### src/rtl/masked_and_hpc1_pipe.sv
// HPC1 masked AND gadget: order-D Boolean shares, W independent lanes.
// Two-stage pipeline: share refresh of b, then randomised cross-products.
module masked_and_hpc1_pipe #(
   parameter int D = 3,
   parameter int W = 1
) (
   input  logic                  clock_0,
   input  logic                  reset_0,
   input  logic                  in_valid,
   output logic                  in_ready,
   input  logic [(D+1)*W-1:0]    a_shares,
   input  logic [(D+1)*W-1:0]    b_shares,
   input  logic [D*(D+1)/2*W-1:0] rand_ref,
   input  logic [D*(D+1)/2*W-1:0] rand_mul,
   output logic                  out_valid,
   input  logic                  out_ready,
   output logic [(D+1)*W-1:0]    c_shares
);

   localparam int NS = D + 1;
   localparam int NR = D * (D + 1) / 2;

   // Lexicographic index of the unordered share pair {i,j}, i != j.
   function automatic int pidx(input int i, input int j);
      int lo, hi, p;
      lo = (i < j) ? i : j;
      hi = (i < j) ? j : i;
      p = 0;
      for (int k = 0; k < lo; k++) p += D - k;
      return p + (hi - lo - 1);
   endfunction

   logic                 adv;
   logic                 v1, v2;
   logic [NS*W-1:0]      a_reg, v_reg, v_next;
   logic [NR*W-1:0]      r_reg;
   logic [NS*NS*W-1:0]   z_reg, z_next;

   // Handshake: an input transfers on a clock edge when in_valid && in_ready;
   // an output transfers when out_valid && out_ready. The whole pipe advances
   // together, so in_ready is simply "the output slot is free or draining".
   assign adv       = !v2 || out_ready;
   assign in_ready  = adv;
   assign out_valid = v2;

   always_comb begin
      v_next = '0;
      for (int i = 0; i < NS; i++) begin
         v_next[i*W +: W] = b_shares[i*W +: W];
         for (int j = 0; j < NS; j++) begin
            if (j != i) v_next[i*W +: W] = v_next[i*W +: W] ^ rand_ref[pidx(i, j)*W +: W];
         end
      end
   end

   // z_ij and z_ji share one random so the pair cancels in the unmasked sum.
   always_comb begin
      z_next = '0;
      for (int i = 0; i < NS; i++) begin
         for (int j = 0; j < NS; j++) begin
            z_next[(i*NS+j)*W +: W] = a_reg[i*W +: W] & v_reg[j*W +: W];
            if (i != j)
               z_next[(i*NS+j)*W +: W] = z_next[(i*NS+j)*W +: W] ^ r_reg[pidx(i, j)*W +: W];
         end
      end
   end

   always_comb begin
      c_shares = '0;
      for (int i = 0; i < NS; i++) begin
         for (int j = 0; j < NS; j++) begin
            c_shares[i*W +: W] = c_shares[i*W +: W] ^ z_reg[(i*NS+j)*W +: W];
         end
      end
   end

   always_ff @(posedge clock_0) begin
      if (reset_0) begin
         v1    <= 1'b0;
         v2    <= 1'b0;
         a_reg <= '0;
         v_reg <= '0;
         r_reg <= '0;
         z_reg <= '0;
      end else if (adv) begin
         v1    <= in_valid;
         a_reg <= a_shares;
         v_reg <= v_next;
         r_reg <= rand_mul;
         v2    <= v1;
         z_reg <= z_next;
      end
   end

endmodule

### config.mk
export PLATFORM = sky130hd
export DESIGN_NAME = masked_and_hpc1_pipe
export DESIGN_NICKNAME = d
export VERILOG_FILES = /design/src/rtl/masked_and_hpc1_pipe.sv
export SDC_FILE = /design/constraint.sdc
export NUM_CORES = 1
export LEC_CHECK = 0
export BUFFER_PORTS_ARGS = -buffer_cell sky130_fd_sc_hd__buf_2
export CAP_MARGIN = 20
export CELL_PAD_IN_SITES_DETAIL_PLACEMENT = 1
export CELL_PAD_IN_SITES_GLOBAL_PLACEMENT = 2
export CORE_MARGIN = 1.5
export CORE_UTILIZATION = 35
export CTS_CLUSTER_DIAMETER = 150
export DETAILED_ROUTE_END_ITERATION = 7
export PLACE_DENSITY_LB_ADDON = 0.15
export RECOVER_POWER = 25
export SYNTH_ARGS = -nofsm -noshare
export SYNTH_HDL_FRONTEND = slang
export SYNTH_SLANG_ARGS = --single-unit
### constraint.sdc
create_clock -name clock_0 -period 1.9 [get_ports clock_0]
set_input_delay 0 -clock clock_0 [delete_from_list [all_inputs] [get_ports clock_0]]
set_output_delay 0 -clock clock_0 [all_outputs]
set_load 0.02 [all_outputs]
# Yosys cells after proc, flatten, opt, wreduce, memory -nomap -nowiden
# Index checks and enable logic that the tools add are counted.
op_classes:
  add_sub_neg: 0
  mul: 0
  div: 0
  magnitude_cmp: 0
  n_eq_ne: 0
  shifts: 0
  n_mux: 0
  bitwise_logic: 52
  n_reduce_logical: 2
op_table:
  columns: ["cell", "count"]
  rows:
  - ["XOR 1 bit", 36]
  - ["AND 1 bit", 16]
  - ["zero test 1 bit", 1]
  - ["logical OR 1 bit", 1]
totals:
  register_bits: 32
  latchBits: 0
  ram_bits: 0
  romBits: 0
  out_inout_bits: 6
  wordCells: 60
  mem_count: 0

# Depth between registers and ports, before layout
# Gate-level depths: netlist of the first run.
depth:
  word_depth: 3
  depth_mapped: 7

# Worst setup path after synthesis of the first run
# No wires, ideal clock.
synth_path:
  path_type: "flip-flop to flip-flop"
  startpoint: "register v2, in the netlist out_valid"
  endpoint: "register z_reg[11]"
  t_arrival_ns: 1.180
  required_ns: 1.819
  slack_ns: 0.638
  stages_incl_launch_ff: 7
  path_buffers: 3
  period_less_slack_ns: 1.262
  cell_sequence: "dfxtp_1 -> nor2b_4 -> buf_6 -> inv_4 -> buf_8 -> buf_6 -> a211oi_2"
synth_via:
  elab_chain_cells: 2
synth_lines:
  columns: ["element", "line", "source"]
  rows:
  - ["from (decl)", "34", "logic v1, v2;"]
  - ["from (signal assigned)", "90", "v2 <= v1;"]
  - ["zero test 1 bit", "42", "assign adv = !v2 || out_ready;"]
  - ["logical OR 1 bit", "42", null]
  - ["named net in_ready", "10", "output logic in_ready,"]
  - ["to (signal assigned)", "91", "z_reg <= z_next;"]
  - ["to (decl)", "37", "logic [NS*NS*W-1:0] z_reg, z_next;"]
# The timed path passes the listed nets, and every way through them passes these cells.
# A chain may end at the register's enable or synchronous reset.

# Worst setup path in the final report of the first run
layout_path:
  startpoint: "register v2, in the netlist out_valid"
  endpoint: "register r_reg[2]"
layout_via:
  elab_chain_cells: 2
layout_lines:
  columns: ["element", "line", "source"]
  rows:
  - ["zero test 1 bit", "42", null]
  - ["logical OR 1 bit", "42", null]
  - ["to (signal assigned)", "89", "r_reg <= rand_mul;"]
  - ["to (decl)", "36", "logic [NR*W-1:0] r_reg;"]
# No other way between the ends.

==> flow_summary.yaml, run 1 <==
run_status:
  run_status: "complete, no violations"
timing:
  fmax_mhz: 683
  finalSetupTns_ps: 0
  worst_pin_slew_ps: 756
  final_hold_viol_count: 0
  slew_headroom: 0.496
  holdWs_ps: 167
  finalCriticalPeriod_ps: 1460
  rsz0062_at_grt: "false"
  setup_viol: 0
  skew_ps: 6.00
  slew_viol_final: 0
  post-route-period-util: 0.771
final_layout:
  n_fill_cell: 533
  largest_reg_flops: 16
  antenna-diode-count: 0
  final_layout_size_suffix_gt1_frac: 0.238
  postLayoutCoreUtil: 0.438
  layout_commonest_cell: "nand2_1"
  fin_nets: 233
  most-common-layout-cells: "38 x nand2_1, 32 x dfxtp_1, 24 x xor2_1, 24 x buf_2, 18 x nor2_1"
  syn_to_final_growth_pct: 21.1
clock_network:
  clock_latency_ps: 280
  clk_path_buf_depth: 2
  clkTransAtPathRegs_ps: 70
  numCtsBuffers: 5
  cts_setup_buffers: 0
  cts_sinks: 32
  cts-root-buf: "clkbuf_8"
  cts_tree: "built"
  htree_levels: 2
  cts_resized: 0
floorplan:
  initial_core_util: 0.361
  row_count: 24
  die_w_um: 69.8
  die_area_um2: 4870
  io_pins: 30
  die_h_um: 69.8
  coreArea_um2: 4320
global_route:
  antenna_found_initial: 0
  track_usage: 0.161
  grt_max_degree: 49
  grt_pass1_wl_um: 6090
  grt_pass1_vias: 1300
  overflow: 0
placed_design:
  dpl.hpwl_um: 2430
  routabilityCongestion: 0.718
  port_buffers: 29
critical_path:
  setup.worst_path.start_class: "flip-flop"
  worstSetupEndpointType: "flip-flop"
  path_cells: "nor2b_4 -> clkbuf_1 -> nand2_1 -> a21oi_1"
  r2r_slack_ps: 440
  cp_max_fo: 16
  reg2regPathDepth: 4
  cpPeakStageDelay_ps: 590
  critPathKind: "reg2reg"
  timing.rr.start: "out_valid"
  worst_r2r_endpoint: "r_reg[2]"
  cp_slowest_cell: "clkbuf_1"
  startpoint: "out_valid"
  crit_arrival_ps: 1670
  cp_data_required_time_ps: 2110
yosys:
  netlist_area_um2: 1560
  yosys_warnings: 0
  synthCells: 171
  ys_seq_elements: 32
  synthTopCellsByArea: "dfxtp_1 41%, xor2_1 13%, a211oi_2 13%"
  ys_types: 16
  synth_nets: 195
  synth_top_area_cell: "dfxtp_1"
  yosysSeqAreaShare: 0.410
  synth_top_area_share: 0.410
  syn_area_per_cell_um2: 9.14
drt:
  drtIter0Drc: 44
  ant_nets: 0
  drt_wl_total_um: 3630
  firstDrtPassIters: 3
  drc: 0
  routedWlPerCell_um: 13.9
  via_count: 1241
  viasPerCell: 4.74
pwr:
  ir_worst_vdd_v: 0.000432
  power_leakage_uw: 0.000769
  p_total_uw: 1610
  p_per_area_nw_per_um2: 853
hold_path:
  hold_end: "v_reg[2]"
  hp-class: "in2reg"
  worstHoldPathCells: 4
  worstHoldStart: "b_shares[2]"
run:
  maxCapViolations: 0
worst max path at each step:
stage           endpoint  cells past startpoint  slack [ps]
3_3_place_gp    a_reg[1]                      4         710
6_report        r_reg[2]                      4         440
3_5_place_dp    v_reg[3]                      4         660
2_1_floorplan  z_reg[11]                      6         640
4_1_cts         in_ready                      3         480
5_1_grt         r_reg[4]                      4         240
stage by stage:
| step | instances | setup slack (ps) | cell area (um2) |
|---|---|---|---|
| 2_1_floorplan | 171 | 638 | 1560 |
| 3_3_place_gp | 243 | 713 | 1700 |
| 3_5_place_dp | 243 | 664 | 1700 |
| 4_1_cts | 262 | 482 | 1900 |
| 5_1_grt | 262 | 241 | 1890 |
| 6_report | 262 | 435 | 1890 |
cell usage after synthesis (all sizes together):
| master | number |
|---|---|
| nor2b | 1 |
| nand2 | 38 |
| dfxtp | 32 |
| nor2 | 18 |
| xnor2 | 12 |
| inv | 1 |
| nand3 | 4 |
| a211oi | 16 |
| a21oi | 15 |
| clkbuf | 2 |
| xor2 | 24 |
| buf | 8 |
worst max-delay path: cells and delay by family (launching register included):
| kind | cells | cell delay [ps] |
|---|---|---|
| and+or+nand+nor | 2 | 310 |
| buffers and inverters | 1 | 590 |
| DFF | 1 | 330 |
| AOI/OAI and AO/OA | 1 | 160 |
report_power, final:
part           switching [uW]  internal, uW
clock network             255           289
logic                     155           137
registers                54.6           722
total                     465          1150
routing by layer:
| metal | wire length [um] | track usage | vias up | part of all wire |
|---|---|---|---|---|
| met5 | 0 | 0 | - | 0 |
| met4 | 57 | 0.0577 | 0 | 0.016 |
| met3 | 111 | 0.0494 | 7 | 0.031 |
| met2 | 1760 | 0.269 | 20 | 0.49 |
| met1 | 1700 | 0.195 | 581 | 0.47 |
| li1 | - | - | 633 | - |
what timing repair did:
| action | CTS | global route |
|---|---|---|
| hold buffers | 11 | 0 |
| setup endpoints to repair | 0 | 0 |
| hold endpoints to repair | 11 | 0 |
area by class of cell:
type,instances,area (um2),area share
clock buffers,6,82.6,0.0437
clock inverters,2,10.0,0.00529
inverters,1,6.26,0.00331
multi-input cells,128,835,0.441
flip-flops and latches,32,641,0.339
well taps,52,65.1,0.0344
repair buffers,41,253,0.134
cell families (layout without fill, tap and decap cells):
| group | count (synthesis) | in the layout | synth area share |
|---|---|---|---|
| XOR/XNOR | 36 | 36 | 0.202 |
| AND/OR/NAND/NOR | 61 | 61 | 0.156 |
| buffers and inverters | 11 | 50 | 0.0560 |
| flip-flops | 32 | 32 | 0.410 |
| AO/OA/AOI/OAI | 31 | 31 | 0.176 |
Power figures use the tool's default switching activity.
==> run 2, diff against run 1 <==
ABC_AREA = 1   (was not set)
CORE_UTILIZATION = 27   (was 35)
clock period = 1.2 ns   (was 1.9 ns; I/O delays follow)
==> run 2 against run 1 <==
Compared with the run above: utilization decreased by 7.9 points; via count increased by 22%; cell area increased by 12%; non-clock buffer count increased by 6; worst hold slack got worse by 150 ps; clock skew increased by 0.94 ps.
==> flow_summary.yaml, run 2 <==
run_status:
  run_status: "complete, no violations"
drt:
  drc: 0
  drt_wl_total_um: 4100
  routedWlPerCell_um: 11.5
  via_count: 1510
  drtIter0Drc: 58
  viasPerCell: 4.22
  firstDrtPassIters: 3
  ant_nets: 0
pwr:
  seqPwrFrac: 0.469
  p_int_uw: 1850
  ir_worst_vdd_v: 0.000444
  power_leakage_uw: 0.00106
  p_switching_uw: 763
  p_clk_frac: 0.330
  combPwrFrac: 0.200
  swShare: 0.292
  p_per_area_nw_per_um2: 1240
critical_path:
  worst_r2r_endpoint: "v_reg[1]"
  startpoint: "z_reg[11]"
  setup.worst_path.start_class: "flip-flop"
  timing.rr.start: "out_valid"
  worstSetupEndpointType: "output pin"
  cp_max_fo: 2
  critPathKind: "reg2out"
  crit_end: "c_shares[2]"
  reg2regPathDepth: 8
  crit_arrival_ps: 1140
  r2r_slack_ps: 80
  cp_data_required_time_ps: 1200
final_layout:
  stdcell_area_um2: 2110
  syn_to_final_growth_pct: 29.6
  antenna-diode-count: 0
  most-common-layout-cells: "60 x nand2_1, 32 x nor2_1, 30 x dfxtp_1"
  largest_reg_flops: 16
  register_area_um2: 643
  fin_nets: 306
  n_fill_cell: 776
  layout_commonest_cell: "nand2_1"
  multi_input_area_um2: 847
  final_layout_size_suffix_gt1_frac: 0.177
clock_network:
  cts-root-buf: "clkbuf_8"
  numCtsBuffers: 5
  clock_latency_ps: 280
  clk_path_buf_depth: 2
  cts_sinks: 32
  htree_levels: 2
  clkTransAtPathRegs_ps: 70
  cts_tree: "built"
floorplan:
  coreArea_um2: 5890
  row_count: 28
  initial_core_util: 0.277
  die_w_um: 80.7
  die_area_um2: 6510
  io_pins: 30
  die_h_um: 80.7
yosys:
  ys.flop_type: "dfxtp_1"
  synth_top_area_share: 0.393
  synth-edff-count: 0
  syn_area_per_cell_um2: 6.87
  synth_top_area_cell: "dfxtp_1"
  synth_nets: 261
  async_flop_share: 0
  yosysSeqAreaShare: 0.393
  ys_seq_elements: 32
  yosys_warnings: 0
  synth.most_common_cell: "nand2_1"
  synthCells: 237
  netlist_area_um2: 1630
  ys_types: 14
  synthTopCellsByArea: "dfxtp_1 39%, nand2_1 14%, o21ai_0 9.5%"
  synthTopCellsByCount: "60 x nand2_1, 32 x dfxtp_1, 32 x nor2_1"
global_route:
  track_usage: 0.139
  antenna_found_initial: 0
  grt_pass1_vias: 1491
  grt_pass1_wl_um: 6770
  overflow: 0
  grt_max_degree: 26
placed_design:
  routabilityCongestion: 0.707
  place_area_um2: 1870
  port_buffers: 29
  dpl.hpwl_um: 2940
timing:
  finalSetupTns_ps: 0
  finalCriticalPeriod_ps: 1140
  fmax_mhz: 880
  holdWs_ps: 13.1
  slew_viol_final: 0
  final_hold_viol_count: 0
  setup_viol: 0
  worst_pin_slew_ps: 247
  skew_ps: 6.94
  rsz0062_at_grt: "true"
  post-route-period-util: 0.947
  slew_headroom: 0.835
hold_path:
  hp-class: "in2reg"
run:
  maxCapViolations: 0
==> run 2: cell types whose count changed in the layout (fill, tap and decap cells not counted), sizes merged, moves of 12 or more <==
cell,before,now
a211oi,16,0
buf,24,36
inv,1,26
nand2,38,60
nor2,18,33
o21ai,0,31
==> run 2: final cells by class <==
| cell class | instances | share of cell area |
|---|---|---|
| tap | 75 | 0.0444 |
| multi-input combinational | 170 | 0.401 |
| inverter | 26 | 0.0474 |
| clock buffer | 6 | 0.0391 |
| timing repair buffer | 47 | 0.159 |
| sequential | 32 | 0.305 |
| clock inverter | 2 | 0.00474 |
==> run 2: power by group through the flow <==
| stage | clock network, uW | registers, uW | logic [uW] |
|---|---|---|---|
| floorplan | 0 | 1220 | 330 |
| global placement | 0 | 1250 | 482 |
| detailed placement | 0 | 1250 | 485 |
| CTS | 897 | 1220 | 517 |
| global route | 956 | 1240 | 598 |
| finish | 863 | 1230 | 523 |
==> run 2: logic make-up (layout without fill, tap and decap cells) <==
group,after synthesis,in the layout,share of synthesized area
xor gates and xnor gates,24,24,0.129
buffers and inverters,35,81,0.0960
DFF,32,32,0.393
AOI/OAI and AO/OA,49,49,0.151
and+or+nand+nor,97,97,0.231
==> run 2: layer usage <==
layer | share of wire | track usage
met5 | 0 | 0
met4 | 0.016 | 0.0466
met3 | 0.026 | 0.0307
met2 | 0.49 | 0.249
met1 | 0.47 | 0.162
==> run 2: repair_timing <==
| action | in CTS | in global routing |
|---|---|---|
| endpoints found under the setup margin | 1 | 8 |
| endpoints found under the hold margin | 11 | 0 |
| hold buffers | 11 | 0 |
| pin swaps | 0 | 1 |
| resized for setup | 1 | 11 |
| setup buffers | 1 | 0 |
| cloned | 0 | 0 |
==> run 2: worst min-delay path by stage <==
stage	start	end	slack, ps	depth (start not counted)
floorplan	reset_0	out_valid	70	1
global placement	reset_0	out_valid	180	2
detailed placement	reset_0	out_valid	180	2
CTS	in_valid	v1	4	3
global route	in_valid	v1	30	3
finish	in_valid	v1	10	3
==> run 2: critical path, stage by stage (launching register included) <==
cell and delay [ps]:
dfxtp_1 340, xor2_1 180, xnor2_1 160, buf_4 170
==> run 2: metrics by stage <==
stage | cells | util | total power, uW | setup WS, ps
6_report | 358 | 0.359 | 2610 | 63.9
5_1_grt | 358 | 0.359 | 2790 | -23.7
4_1_cts | 358 | 0.353 | 2640 | 25.7
3_5_place_dp | 338 | 0.317 | 1730 | 108
3_3_place_gp | 338 | 0.317 | 1730 | 141
2_1_floorplan | 237 | - | 1550 | 1.97
==> run 3, diff against run 2 <==
BUFFER_PORTS_ARGS = -buffer_cell sky130_fd_sc_hd__buf_4   (was -buffer_cell sky130_fd_sc_hd__buf_2)
PLACE_DENSITY_LB_ADDON = 0.1   (was 0.15)
==> run 3 against run 2 <==
Compared with the run above: clock power increased by 19%; first-iteration DRC count decreased by 62%; clock-buffer cell count unchanged; clock skew down 1.1 ps; critical path depth rose by 2; setup slack got worse by 13 ps; cell area rose by 4.7%; total power is 8.4% higher; largest cell class unchanged.
==> flow_summary.yaml, run 3 (same netlist as run 2, synthesis figures left out) <==
final_layout:
  antenna-diode-count: 0
  n_fill_cell: 741
  final_layout_size_suffix_gt1_frac: 0.170
  layout_commonest_cell: "nand2_1"
  most-common-layout-cells: "60 x nand2_1, 32 x nor2_1, 30 x o21ai_0, 30 x buf_4, 28 x dfxtp_1"
  syn_to_final_growth_pct: 35.7
  stdcell_count: 357
  fin_nets: 305
  largest_reg_flops: 16
floorplan:
  die_area_um2: 6510
  die_h_um: 80.7
  die_w_um: 80.7
  initial_core_util: 0.277
  coreArea_um2: 5890
  row_count: 28
  io_pins: 30
critical_path:
  critPathKind: "reg2out"
  cpPeakStageDelay_ps: 320
  crit_arrival_ps: 1150
  worstSetupEndpointType: "output pin"
  setup.worst_path.start_class: "flip-flop"
  cp_max_fo: 12
  cp_data_required_time_ps: 1200
  path_cells: "inv_1 -> nor2_4 -> inv_2 -> buf_12 -> buf_4"
  reg2regPathDepth: 8
  cp_slowest_cell: "dfxtp_2"
timing:
  rsz0062_at_grt: "true"
  slew_headroom: 0.830
  skew_ps: 5.84
  finalCriticalPeriod_ps: 1150
  holdWs_ps: 143
  final_hold_viol_count: 0
  post-route-period-util: 0.958
  setup_viol: 0
  slew_viol_final: 0
  worst_pin_slew_ps: 254
  finalSetupTns_ps: 0
  fmax_mhz: 870
run:
  maxCapViolations: 0
global_route:
  antenna_found_initial: 0
  grt_pass1_wl_um: 7120
  grt_pass1_vias: 1594
  grt_max_degree: 49
  overflow: 0
  track_usage: 0.144
clock_network:
  htree_levels: 2
  cts-root-buf: "clkbuf_8"
  cts_tree: "built"
  clkTransAtPathRegs_ps: 70
  numCtsBuffers: 5
  cts_sinks: 32
  clk_path_buf_depth: 2
  clock_latency_ps: 280
  cts_setup_buffers: 0
hold_path:
  worstHoldPathCells: 7
  hp-class: "in2reg"
drt:
  ant_nets: 0
  drt_wl_total_um: 4520
  routedWlPerCell_um: 12.7
  drc: 0
  viasPerCell: 4.39
  firstDrtPassIters: 4
  via_count: 1569
  drtIter0Drc: 22
placed_design:
  port_buffers: 29
  dpl.hpwl_um: 2850
  place_inst: 335
  routabilityCongestion: 0.673
run_status:
  run_status: "complete, no violations"
pwr:
  power_leakage_uw: 0.00110
  p_per_area_nw_per_um2: 1280
  ir_worst_vdd_v: 0.000494
==> run 3: cell types whose count changed in the layout (fill, tap and decap cells not counted), moves of 2 or more <==
cell / before / now
buf_4: 7 / 30
dfxtp_1: 30 / 28
dfxtp_2: 2 / 4
clkbuf_16: 0 / 2
buf_2: 26 / 0
==> run 3: metal layers <==
| metal | vias to the layer above | track usage | wire (um) | part of all wire |
|---|---|---|---|---|
| met5 | - | 0 | 0 | 0 |
| li1 | 822 | - | - | - |
| met3 | 5 | 0.0341 | 103 | 0.023 |
| met4 | 0 | 0.0517 | 71 | 0.016 |
| met1 | 726 | 0.161 | 2200 | 0.49 |
| met2 | 16 | 0.263 | 2140 | 0.47 |
==> run 3: path summary, 6_finish.rpt <==
check	start	endpoint	slack, ps
setup / recovery	out_valid	in_ready	50
hold / removal	rand_ref[3]	v_reg[2]	140
setup reg to reg	out_valid	v_reg[2]	80
hold reg to reg	v1	out_valid	460
==> run 3: layout make-up <==
type | count | area [um2] | area share
Multi-Input combinational cell | 170 | 840 | 0.380
Inverter | 26 | 97.6 | 0.0441
Sequential cell | 32 | 646 | 0.292
Tap cell | 75 | 93.8 | 0.0424
Clock buffer | 6 | 72.6 | 0.0328
Clock inverter | 2 | 35.0 | 0.0158
Timing Repair Buffer | 46 | 427 | 0.193
==> run 3: timing repair <==
action | 4_1_cts | 5_1_grt
gates resized for setup | 0 | 7
endpoints found under the setup margin | 0 | 7
endpoints found under the hold margin | 12 | 0
hold buffers | 12 | 0
==> run 3: worst max-delay path, delay by kind of cell (launching register included) <==
family,cells,cell delay [ps]
buf+inv,4,490
simple gates,1,40
flops,1,320
==> run 3: power by group <==
group	internal, uW	leakage [uW]	total, uW	switching, uW
logic	282	0.000774	568	285
registers	1150	0.000266	1230	82.7
clock network	616	0.0000552	1030	418
==> run 3: metrics by stage <==
step                 util  total power [uW]  area (um2)  worst slack [ps]
global placement    0.326              1770        1920               128
finish              0.376              2830        2210              50.7
global route        0.376              2990        2210             -5.20
detailed placement  0.326              1770        1920              89.1
floorplan               -              1550        1630              1.97
CTS                 0.364              2850        2140              6.73
